File: config.mk
export PLATFORM = sky130hd
export DESIGN_NAME = ex_result_buf
export DESIGN_NICKNAME = d
export VERILOG_FILES = /design/src/rtl/ex_pkg.sv /design/src/rtl/sat_counter.sv /design/src/rtl/ex_result_buf.sv
export SDC_FILE = /design/constraint.sdc
export NUM_CORES = 1
export LEC_CHECK = 0
export CAP_MARGIN = 10
export CELL_PAD_IN_SITES_DETAIL_PLACEMENT = 0
export CELL_PAD_IN_SITES_GLOBAL_PLACEMENT = 1
export CORE_UTILIZATION = 41
export DETAILED_ROUTE_END_ITERATION = 8
export PLACE_DENSITY_LB_ADDON = 0.05
export SLEW_MARGIN = 30
export SYNTH_ARGS = -nofsm -noshare
export SYNTH_HDL_FRONTEND = slang
export SYNTH_HIERARCHICAL = 1
export SYNTH_SLANG_ARGS = --single-unit
File: constraint.sdc
create_clock -name clk -period 3.8 [get_ports clk]
set_input_delay 0.76 -clock clk [delete_from_list [all_inputs] [get_ports clk]]
set_output_delay 0.76 -clock clk [all_outputs]
set_load 0.005 [all_outputs]
File: src/rtl/ex_pkg.sv
// Shared constants and entry layout for the execute-to-memory result buffer.
package ex_pkg;

  localparam int DW_DEF = 32;
  localparam int RW_DEF = 5;
  localparam int CW_DEF = 16;
  localparam int DEPTH  = 2;

  typedef struct packed {
    logic [DW_DEF-1:0] result;
    logic [RW_DEF-1:0] rd;
    logic              we;
    logic              zero;
  } ex_entry_t;

endpackage

File: src/rtl/sat_counter.sv
// Saturating up-counter with enable and synchronous active-high reset.
module sat_counter #(
  parameter int W = 16
) (
  input  logic         clk,
  input  logic         reset,
  input  logic         en,
  output logic [W-1:0] count
);

  always_ff @(posedge clk) begin
    // NOTE: sequential state uses non-blocking assignments so every flop samples pre-edge values.
    if (reset)
      count <= '0;
    else if (en && (count != {W{1'b1}}))
      count <= count + W'(1);
  end

endmodule

File: src/rtl/ex_result_buf.sv
// Two-entry skid buffer between the shift/ALU stage and the memory stage.
// Define EX_RESULT_BUF_FWD_EN to add the youngest-entry bypass outputs.
module ex_result_buf
  import ex_pkg::*;
#(
  parameter int DW = DW_DEF,
  parameter int RW = RW_DEF,
  parameter int CW = CW_DEF
) (
  input  logic          clk,
  input  logic          reset,
  input  logic          flush,
  input  logic          in_valid,
  output logic          in_ready,
  input  logic [DW-1:0] in_result,
  input  logic [RW-1:0] in_rd,
  input  logic          in_we,
  output logic          out_valid,
  input  logic          out_ready,
  output logic [DW-1:0] out_result,
  output logic [RW-1:0] out_rd,
  output logic          out_we,
  output logic          out_zero,
  output logic [CW-1:0] stall_cnt
`ifdef EX_RESULT_BUF_FWD_EN
  ,
  output logic          fwd_valid,
  output logic [RW-1:0] fwd_rd,
  output logic [DW-1:0] fwd_result
`endif
);

  typedef struct packed {
    logic [DW-1:0] result;
    logic [RW-1:0] rd;
    logic          we;
    logic          zero;
  } entry_t;

  entry_t     mem [DEPTH];
  logic       wr_ptr;
  logic       rd_ptr;
  logic [1:0] count;
  logic [1:0] count_nxt;
  logic       push;
  logic       pop;

  // Handshakes depend on stored occupancy only, so out_ready never reaches in_ready.
  assign in_ready  = (count != 2'(DEPTH));
  assign out_valid = (count != 2'd0);
  assign push      = in_valid & in_ready;
  assign pop       = out_valid & out_ready;

  always_comb begin
    // NOTE: default first so every path assigns count_nxt and no latch is inferred.
    count_nxt = count;
    case ({push, pop})
      2'b10:   count_nxt = count + 2'd1;
      2'b01:   count_nxt = count - 2'd1;
      default: count_nxt = count;
    endcase
  end

  always_ff @(posedge clk) begin
    if (reset) begin
      count  <= '0;
      wr_ptr <= 1'b0;
      rd_ptr <= 1'b0;
      // NOTE: storage is reset because the head entry drives out_* directly and must read zero.
      for (int i = 0; i < DEPTH; i++)
        mem[i] <= '0;
    end else if (flush) begin
      count  <= '0;
      wr_ptr <= 1'b0;
      rd_ptr <= 1'b0;
    end else begin
      count <= count_nxt;
      if (push) begin
        mem[wr_ptr].result <= in_result;
        mem[wr_ptr].rd     <= in_rd;
        mem[wr_ptr].we     <= in_we & (in_rd != '0);
        mem[wr_ptr].zero   <= (in_result == '0);
        wr_ptr             <= ~wr_ptr;
      end
      if (pop)
        rd_ptr <= ~rd_ptr;
    end
  end

  assign out_result = mem[rd_ptr].result;
  assign out_rd     = mem[rd_ptr].rd;
  assign out_we     = mem[rd_ptr].we;
  assign out_zero   = mem[rd_ptr].zero;

`ifdef EX_RESULT_BUF_FWD_EN
  // Youngest entry sits just behind the write pointer; gated to zero when the buffer is empty.
  assign fwd_valid  = out_valid & mem[~wr_ptr].we;
  assign fwd_rd     = out_valid ? mem[~wr_ptr].rd : '0;
  assign fwd_result = out_valid ? mem[~wr_ptr].result : '0;
`endif

  sat_counter #(.W(CW)) u_stall_cnt (
    .clk   (clk),
    .reset (reset),
    .en    (out_valid & ~out_ready),
    .count (stall_cnt)
  );

endmodule

; Yosys cells after proc, flatten, opt, wreduce, memory -nomap -nowiden
; Memory sizes are Yosys's and may differ from the RTL's. A register that Yosys moved wholly into a read port is not among the register bits.
; Index checks and enable logic that the tools add are counted.
[totals]
ff_bits = 20
mem_bits_rw = 78
inputBits = 43
out_inout_bits = 57
wordCells = 38
mem_count = 1
[op_classes]
n_addsub = 3
eq_ne = 4
muxes = 12
bitwise_logic = 7
n_reduce_logical = 7
[mem_list]
columns = memory, words, width, rd, rd_ports_with_merged_regs, wr, line
row1 = mem, 2, 39, 1, 1, 2, ex_result_buf.sv:40  ; entry_t mem [DEPTH];
[op_table]
columns = cell, count
row1 = $mux W39, 1
row2 = $reduce_or A39 Y1, 1
row3 = $logic_not A32 Y1, 1
row4 = $add A16 B1 Y16 const B, 1
row5 = $ne A16 B16 Y1 const B, 1
row6 = $mux W1, 10
row7 = $reduce_bool A5 Y1, 1
row8 = $and A1 B1 Y1, 4
row9 = $pmux W2 S2, 1
row10 = $reduce_bool A2 Y1, 2
row11 = $not A1 Y1, 3
row12 = $add A2 B1 Y2 const B, 1
row13 = $eq A2 B1 Y1 const B, 1
row14 = $eq A2 B2 Y1 const B, 1
row15 = $ne A2 B2 Y1 const B, 1
row16 = $reduce_or A2 Y1, 1
row17 = $sub A2 B1 Y2 const B, 1
row18 = $logic_and A1 B1 Y1, 1

; Logic depth before layout (Yosys ltp)
; Gate-level depths: netlist of run 1.
[depth]
depth_word = 8
ltp_mapped = 7
mapped_depth_nobuf = 7

; Hierarchy
; The synthesis of run 1 kept the hierarchy.
[by_module_without_submodules]
columns = mod, instances, cells_each, area_each_um2, seq_area_each_um2
row1 = ex_result_buf, 1, 252, 3741.1, 2442.3
row2 = sat_counter, 1, 99, 848.3, 320.3

; Worst setup path before layout of run 1
; OpenSTA, ideal clock, no wires.
[synth_path]
path_kind = input -> register
from = input flush
to = memory mem[0][0] (netlist name), enable pin
setup_ns = 0.402
t_arrival_ns = 2.482
required_ns = 3.398
setup_slack_ns = 0.916
stages = 4
n_path_buf = 1
path_cell_list = or2_0 -> buf_6 -> or4_4 -> nand2b_1
[synth_rtl]
columns = element, line
row1 = start: declaration, ex_result_buf.sv:12  ; input logic flush,
row2 = end: declaration, ex_result_buf.sv:40

==> impl_results.md, run 1 <==
- Outcome: finished, final reports clean
- Final Util: 0.544
- Mapped Area: around 4600 um2
- Synth area leaders: edfxtp_1 51%, and2_1 10%, mux2_2 9.8%
- Core ar.: 10900 um2
- Required @ worst endpoint: 3.04 ns
- Cts bufs inserted: 9
- Most Crowded Layer GR: met2
- Placer Congestion: 0.762
- CTS Root Cell: clkbuf_8
- Final setup fails: 0
- Vias: 3063
- Count of final hold-check violations: 0
- Die H: 108 um
- Die footprint: 11600 um2
- Met3 GRT Util: 0.0278
- Period utilization: 0.755
- Synthesis-to-finish area growth: 29.1%
- CTS Hold Bufs: 0
- Hold/Removal Path Class: flop to flop
- Vias per cell: ~5.1
- Syn Nets: 396
- Congestion Overflow GR: 0
- CP Max Fanout: 32
- Initial Util: 0.422
- First-pass GRT wire length: 14800 um
- GR Util met2: 0.283
- Leak Pwr: 2.09 nW
- Seq cells post-synth: between 90 and 100
- Met1 usage: 0.216
- Setup TNS: 0 ns
- Worst hold slack: between 0.5 and 0.6 ns
- Async SR Flop Fraction: 0
- Cell Area, Placed: about 5700 um2
- Non-Filler Instances: between 500 and 600
- RSZ-0062 raised after global routing: no
- Final nets: 497
- Final WL: 9390 um
- Cts repair resizes: 0
- Top cell type's share of synthesized area: 0.510
- Max frequency: between 300 and 400 MHz
- Number of synthesized flops with an enable pin: 78
- Antenna Diode Count: 0
- Sequential share of the synthesized area: 0.602
- Clock Latency Late Sink: 0.35 ns
- Clk sinks: 99
- Post-synth top cells: 78 x edfxtp_1, 74 x and2_1, 40 x mux2_2
- Die width: 108 um
- Synth unique cells: 42
- DRT iter0 DRCs: around 80
- Avg Inst Size Synth: 13.1 um2
- WP data arrival: 2.11 ns
- Port bufs: 99
- Layout cell share with drive strength beyond 1: 0.162
- Vias in the first global route: 3032
- Dominant cell by count in the synthesized netlist: edfxtp_1
- Max-slew headroom: 0.442
- Max_cap viols: 0
- DRT antenna net count: 0
- Crit start category: flop
- Synth Flop Type: edfxtp_1
- Synth warnings: 6
- Htree depth: 3
- Clock tree buffer depth: 2
- Row cnt: 38
- Slew Viols, Final: 0
- Mean routed wirelength per cell: 15.7 um
- Crit-path cells: buf_4 > mux2_2 > clkdlybuf4s50_1
- Worst-Margin Slew: 0.831 ns
- Cells after DPL: 581
- Clk pin slew, worst setup/hold paths: 0.09 ns
- Largest stage delay, worst path: about 0.48 ns
- DP Wirelength: 6280 um
- CP max stage cell: clkdlybuf4s50_1
- Final Skew: 0.0116 ns
- # DRC: 0
- Crit path time final: 2.87 ns
- CTS tree: built
- Kind of critical path: flop to output port
- Worst path bufs/invs: 2
- Number of I/O pins: 100
- DRT Pass-1 Iters: 4
- PD cells: about 370 nW/um2
- CP top delay family: buffers and inverters
- Post-route cell area: 5930 um2
- Global-route usage over all layers: 0.169
- # Post-CTS Setup Buffers: 0
- Largest net degree at the start of global routing: 40
- Leading area contributor after synthesis: edfxtp_1
- Initial antenna violation count: 0
- Gate Count Post-Synth: 351
- CP Capture Type: output port
- Worst vdd ir: 0.226 mV
==> sequential cells by signal, indices dropped and copies added (netlist names), named ones only <==
name and cells:
mem 78, count 2, rd_ptr 1, u_stall_cnt/count 16
wr_ptr 1
==> cell usage in the layout, fill, tap and decap left out, types with 2 or more instances in the layout <==
master,n
or3_1,5
or4_1,8
o21a_1,2
bufinv_16,2
nand4_1,6
nor2b_1,3
nor4_1,10
a21oi_1,12
and2_1,74
mux2_2,40
xnor2_1,4
ha_1,2
o21ai_0,7
nor3_1,5
o31ai_1,6
dfxtp_1,20
nor2_1,12
edfxtp_1,78
and4_1,4
nand2b_2,2
buf_4,7
nand3_1,6
clkbuf_8,11
nand2_1,7
clkdlybuf4s50_1,99
inv_1,4
nor4_4,2
==> tightest hold or removal path, stage by stage (launching register included) <==
cell     delay [ns]
dfxtp_1        0.33
xnor2_1        0.08
nor2_1         0.07
==> power by group <==
group          internal, W  switching (W)  leakage (nW)
combinational     0.000132      0.0000891         0.991
sequential         0.00121      0.0000140         0.982
clock             0.000408       0.000353         0.117
total              0.00175       0.000456          2.09
==> through the flow <==
step / total power (W) / setup slack (ns)
final: 0.00221 / 0.931
after detailed placement: 0.00148 / 0.777
after global placement: 0.00147 / 0.805
after CTS: 0.00223 / 0.879
after floorplan: 0.00134 / 0.916
after global routing: 0.00229 / 0.792
==> kinds of logic after synthesis <==
| family | Yosys count | share of synthesized area |
|---|---|---|
| compound gates | 29 | 0.0376 |
| fa+ha+maj | 2 | 0.00545 |
| flops | 99 | 0.602 |
| mux | 41 | 0.100 |
| xor+xnor | 5 | 0.00954 |
| buf+inv | 21 | 0.0297 |
| simple gates | 154 | 0.215 |
==> final cells by class <==
cell class / instances / area, um2
inverters: 5 / 18.8
fillers: 955 / 4960
well taps: 140 / 175
repair buffers: 106 / 1040
flip-flops and latches: 99 / 2760
clock inverters: 4 / 73.8
clock buffers: 12 / 155
multi-input cells: 231 / 1700
==> worst paths after layout <==
path | from | end | slack [ns] | cells after the start
worst max-delay path | flop | out_we | 0.93 | 3
worst min-delay path | rd_ptr | flop | 0.52 | 2
worst max register to register | count[0] | u_stall_cnt/count[11] | 1.54 | 5
worst min register to register | rd_ptr | flop | 0.52 | 2
==> metal layers <==
metal  wire length (um)  vias up  part of all wire
li1                   -     1493                 -
met1               4320     1480              0.46
met2               4540       79              0.48
met3                397       11             0.042
met4                121        0             0.013
met5                  0        -                 0
Power figures use the tool's default switching activity.
==> inputs of run 2 (changes only) <==
==> constraint.sdc (replaced) <==
create_clock -name clk -period 2.7 [get_ports clk]
set_input_delay 0.54 -clock clk [delete_from_list [all_inputs] [get_ports clk]]
set_output_delay 0.54 -clock clk [all_outputs]
set_load 0.005 [all_outputs]
==> run 2 against run 1 <==
- global-route usage is 0.24 points lower
- largest power group unchanged
- sequential cell count stayed put
- via count is 0.16% higher
- combinational power is 45% higher
==> impl_results.md, run 2 (synthesis gave the netlist of run 1 again) <==
- Crit path time final: roughly 2.5 ns
- Setup ws final: 0.151 ns (was 0.931 ns)
- Vias in the first global route: 2794 (was 3032)
- Final nets: 503 (was 497)
- Count of final hold-check violations: 0 (unchanged)
- Met3 GRT Util: 0.0351 (was 0.0278)
- Initial antenna violation count: 0 (unchanged)
- CTS Root Cell: clkbuf_8 (unchanged)
- Slew Viols, Final: 0 (unchanged)
- # Post-CTS Setup Buffers: 0 (unchanged)
- Most frequent cells in the layout: 99 x clkdlybuf4s50_1, 78 x edfxtp_1, 74 x and2_1 (unchanged)
- Clk sinks: 99 (unchanged)
- DP Worst Slack: 0.300 ns (was 0.777 ns)
- Htree depth: 3 (unchanged)
- CTS Hold Bufs: 0 (unchanged)
- Max_cap viols: 0 (unchanged)
- Setup TNS: 0 ns (unchanged)
- Max frequency: 392 MHz
- Die H: 108 um (unchanged)
- Layout cell share with drive strength beyond 1: 0.171 (was 0.162)
- Core ar.: 10900 um2 (unchanged)
- CP Capture Type: output port (unchanged)
- Cell Area, Placed: 5780 um2 (was 5700 um2)
- Die footprint: 11600 um2 (unchanged)
- Final WL: 9260 um (was 9390 um)
- Number of I/O pins: 100 (unchanged)
- Hold path startpoint: u_stall_cnt/count[15] (was rd_ptr)
- RSZ-0062 raised after global routing: no (unchanged)
- Final Skew: 0.00493 ns (was 0.0116 ns)
- DP Wirelength: 6270 um (was 6280 um)
- Cts bufs inserted: 9 (unchanged)
- Met1 usage: 0.216 (about the same)
- Post-route cell area: 5970 um2 (was 5930 um2)
- Max-slew headroom: 0.566 (was 0.442)
- Initial Util: 0.422 (unchanged)
- Final setup fails: 0 (unchanged)
- Vias: 3068 (was 3063)
- Worst-Margin Slew: 0.646 ns (was 0.831 ns)
- Port bufs: 99 (unchanged)
- First-pass GRT wire length: 14200 um (was 14800 um)
- Clock Latency Late Sink: 0.36 ns (was 0.35 ns)
- Antenna Diode Count: 0 (unchanged)
- Clock tree buffer depth: 2 (unchanged)
- Outcome: finished, final reports clean (unchanged)
- Die width: 108 um (unchanged)
- Congestion Overflow GR: 0 (unchanged)
- Largest register FFs: 78 (unchanged)
- Period utilization: 0.944
- Clk pin slew, worst setup/hold paths: 0.09 ns (about the same)
- CTS tree: built (unchanged)
- Top flop regs: mem x78, u_stall_cnt/count x16, count x2 (unchanged)
- Crit start category: flop (unchanged)
- Required @ worst endpoint: 2.16 ns (was 3.04 ns)
- Row cnt: 38 (unchanged)
- Worst vdd ir: 0.225 mV (was 0.226 mV)
- Placer Congestion: 0.769 (was 0.762)
- Largest net degree at the start of global routing: 40 (unchanged)
- Mean routed wirelength per cell: 15.4 um (was 15.7 um)
- Global-route usage over all layers: 0.166 (was 0.169)
- Worst r2r src: count[0] (unchanged)
- Register with the most flip-flops: mem (unchanged)
- Commonest non-fill, non-tap cell in the layout: clkdlybuf4s50_1 (unchanged)
- Vias per cell: 5.09 (was 5.13)
- DRT iter0 DRCs: 111 (was 82)
- PD cells: 501 nW/um2 (was 372 nW/um2)
- Most Crowded Layer GR: met2 (unchanged)
- DRT Pass-1 Iters: 5 (was 4)
- Cts repair resizes: 0 (unchanged)
- Kind of critical path: flop to output port (unchanged)
- Leak Pwr: 2.11 nW (was 2.09 nW)
- # DRC: 0 (unchanged)
- Synthesis-to-finish area growth: 30.2% (was 29.1%)
- Final Util: 0.549 (was 0.544)
- Hold/Removal Path Class: flop to flop (unchanged)
- GR Util met2: 0.269 (was 0.283)
- CP Max Fanout: 14 (was 32)
- WP data arrival: 2.01 ns (was 2.11 ns)
- DRT antenna net count: 0 (unchanged)
[run 2: report_power, final]
group / total [W] / switching (W) / internal (W) / leakage (nW)
registers: 0.00173 / 0.0000205 / 0.00170 / 0.982
clock network: 0.000945 / 0.000492 / 0.000453 / 0.0926
logic: 0.000321 / 0.000125 / 0.000195 / 1.03
[run 2: cell type report]
cell class	count	area, um2
fillers	952	4910
flip-flops and latches	99	2760
multi-input cells	231	1700
repair buffers	112	1130
well taps	140	175
clock buffers	12	145
clock inverters	4	50.0
inverters	5	18.8
[run 2: worst max-delay path, stage by stage, from the launching register on]
cell and delay, ns:
dfxtp_2 0.57, buf_4 0.26, mux2_2 0.34, clkdlybuf4s50_1 0.47
[run 2: metrics by stage]
step / instances / power, W / hold WS [ns]
floorplan: 351 / 0.00188 / 0.477
detailed placement: 587 / 0.00209 / 0.514
global route: 603 / 0.00311 / 0.576
CTS: 603 / 0.00302 / 0.540
global placement: 587 / 0.00208 / 0.496
finish: 603 / 0.00299 / 0.534
[run 2: path summary, 6_finish.rpt]
| check | end | slack (ns) | cells past startpoint |
|---|---|---|---|
| setup / recovery | out_zero | 0.15 | 3 |
| setup reg to reg | u_stall_cnt/count[11] | 0.80 | 5 |
| hold / removal | u_stall_cnt/count[15] | 0.53 | 2 |
| hold reg to reg | u_stall_cnt/count[15] | 0.53 | 2 |
[run 2: per-layer routing]
layer / up-vias / part of all wire
met5: - / 0
met4: 0 / 0.016
met3: 11 / 0.048
met2: 86 / 0.49
met1: 1466 / 0.45
li1: 1505 / -
==> inputs of run 3 (changes only) <==
--- a/config.mk
+++ b/config.mk
@@ -5,11 +5,11 @@
 export SDC_FILE = /design/constraint.sdc
 export NUM_CORES = 1
 export LEC_CHECK = 0
-export CAP_MARGIN = 10
 export CELL_PAD_IN_SITES_DETAIL_PLACEMENT = 0
 export CELL_PAD_IN_SITES_GLOBAL_PLACEMENT = 1
 export CORE_UTILIZATION = 41
 export DETAILED_ROUTE_END_ITERATION = 8
+export GPL_ROUTABILITY_DRIVEN = 1
 export PLACE_DENSITY_LB_ADDON = 0.05
 export SLEW_MARGIN = 30
 export SYNTH_ARGS = -nofsm -noshare
==> constraint.sdc (replaced) <==
create_clock -name clk -period 2.55 [get_ports clk]
set_input_delay 0.51 -clock clk [delete_from_list [all_inputs] [get_ports clk]]
set_output_delay 0.51 -clock clk [all_outputs]
set_load 0.005 [all_outputs]
==> run 3 against run 2 <==
- sequential power is 6% higher
- global-route usage rose by 0.63 points
- register-to-register slack worse by 0.19 ns
- largest cell class unchanged
- critical endpoint is now out_we
==> impl_results.md, run 3 (synthesis gave the netlist of run 1 again) <==
- Outcome: finished, final reports clean (unchanged)
- Top flop regs: mem x78, u_stall_cnt/count x16, count x2 (unchanged)
- WP data arrival: 1.92 ns (was 2.01 ns)
- Vias: 3074 (was 3068)
- Final setup fails: 0 (unchanged)
- CP Max Fanout: 23 (was 14)
- Core ar.: 10900 um2 (unchanged)
- CTS Root Cell: clkbuf_8 (unchanged)
- Final Skew: 0.00744 ns (was 0.00493 ns)
- Largest stage delay, worst path: 0.50 ns (was 0.57 ns)
- First-pass GRT wire length: 15000 um (was 14200 um)
- Htree depth: 3 (unchanged)
- DRT iter0 DRCs: 119 (was 111)
- Cts repair resizes: 0 (unchanged)
- Initial Util: 0.422 (unchanged)
- CTS tree: built (unchanged)
- # DRC: 0 (unchanged)
- Count of final hold-check violations: 0 (unchanged)
- Final WL: 9430 um (was 9260 um)
- Leak Pwr: 2.15 nW (was 2.11 nW)
- CP Capture Type: output port (unchanged)
- Congestion Overflow GR: 0 (unchanged)
- DRT antenna net count: 0 (unchanged)
- Setup TNS: 0 ns (unchanged)
- CP max stage cell: dfxtp_2 (unchanged)
- Die width: 108 um (unchanged)
- RSZ-0062 raised after global routing: no (unchanged)
- Largest register FFs: 78 (unchanged)
- Required @ worst endpoint: 2.04 ns (was 2.16 ns)
- Die footprint: 11600 um2 (unchanged)
- Clock tree buffer depth: 2 (unchanged)
- Final nets: 504 (was 503)
- Max_cap viols: 0 (unchanged)
- Cts bufs inserted: 9 (unchanged)
- Worst hold slack: 0.540 ns (was 0.534 ns)
- Register with the most flip-flops: mem (unchanged)
- Vias in the first global route: 2950 (was 2794)
- Max frequency: 411 MHz
- Largest net degree at the start of global routing: 32 (was 40)
- Placer Congestion: 0.755 (was 0.769)
- DP Wirelength: 6450 um (was 6270 um)
- Max-slew headroom: 0.566 (about the same)
- Layout cell share with drive strength beyond 1: 0.170 (was 0.171)
- Final Util: 0.555 (was 0.549)
- Crit-path cells: buf_12 > mux2_2 > clkdlybuf4s50_1 (was buf_4 > mux2_2 > clkdlybuf4s50_1)
- Filler cells: 966 (was 952)
- Commonest non-fill, non-tap cell in the layout: clkdlybuf4s50_1 (unchanged)
- Clk pin slew, worst setup/hold paths: 0.09 ns (about the same)
- Initial antenna violation count: 0 (unchanged)
- Total Power: 0.00345 W (was 0.00299 W)
- Setup ws final: 0.117 ns (was 0.151 ns)
- Worst-Margin Slew: 0.646 ns (about the same)
- Crit start category: flop (unchanged)
- Die H: 108 um (unchanged)
- Period utilization: 0.954
- DRT Pass-1 Iters: 4 (was 5)
- Hold/Removal Path Class: flop to flop (unchanged)
- Vias per cell: 5.09 (about the same)
- Clock Latency Late Sink: 0.36 ns (about the same)
- Antenna Diode Count: 0 (unchanged)
- Number of I/O pins: 100 (unchanged)
- DP Worst Slack: 0.202 ns (was 0.300 ns)
- Worst vdd ir: 0.289 mV (was 0.225 mV)
- Most frequent cells in the layout: 99 x clkdlybuf4s50_1, 78 x edfxtp_1, 74 x and2_1 (unchanged)
- PD cells: 571 nW/um2 (was 501 nW/um2)
- Row cnt: 38 (unchanged)
- Mean routed wirelength per cell: 15.6 um (was 15.4 um)
- Crit path time final: ~2.4 ns
- Worst path bufs/invs: 2 (unchanged)
- CTS Hold Bufs: 0 (unchanged)
- Clk sinks: 99 (unchanged)
- Kind of critical path: flop to output port (unchanged)
- Synthesis-to-finish area growth: 31.7% (was 30.2%)
- Global-route usage over all layers: 0.172 (was 0.166)
- Port bufs: 99 (unchanged)
- # Post-CTS Setup Buffers: 0 (unchanged)
- CP top delay family: buffers and inverters (unchanged)
- Slew Viols, Final: 0 (unchanged)
[run 3: changes by cell type in the layout (fill, tap and decap cells not counted), sizes merged]
cell / change
buf: +1
bufinv: +3
clkbuf: -2
clkinv: +1
clkinvlp: -2
[run 3: tightest hold or removal path, delay by kind of cell, from the launching register on]
kind,cells,cell delay (ns)
XOR/XNOR,1,0.08
flip-flops,1,0.34
AND/OR/NAND/NOR,1,0.08
[run 3: path summary, 6_finish.rpt]
| kind | cells past startpoint | startpoint | endpoint | slack, ns |
|---|---|---|---|---|
| max | 3 | flop | out_we | 0.12 |
| min | 2 | rd_ptr | rd_ptr | 0.54 |
| max reg2reg | 5 | count[0] | u_stall_cnt/count[11] | 0.61 |
| min reg2reg | 2 | rd_ptr | rd_ptr | 0.54 |
[run 3: stage by stage]
stage	cell area (um2)	instances
finish	6040	604
global route	6040	604
CTS	6040	604
detailed placement	5790	588
global placement	5790	588
floorplan	4590	351
[run 3: power breakdown]
group / internal, W / switching, W / total, W
registers: 0.00181 / 0.0000218 / 0.00183
clock network: 0.000745 / 0.000534 / 0.00128
logic: 0.000208 / 0.000133 / 0.000341
[run 3: layout make-up]
class / count / area, um2 / share of cell area
Clock buffer: 10 / 128 / 0.0211
Multi-Input combinational cell: 231 / 1700 / 0.281
Clock inverter: 6 / 128 / 0.0211
Timing Repair Buffer: 113 / 1130 / 0.188
Tap cell: 140 / 175 / 0.0290
Inverter: 5 / 18.8 / 0.00311
Sequential cell: 99 / 2760 / 0.457
[run 3: metal layers]
metal / GRT usage / wire, um / vias to the layer above / share of wire
li1: - / - / 1516 / -
met1: 0.217 / 4190 / 1472 / 0.44
met2: 0.291 / 4710 / 74 / 0.50
met3: 0.0303 / 364 / 12 / 0.039
met4: 0.0734 / 163 / 0 / 0.017
met5: 0 / 0 / - / 0
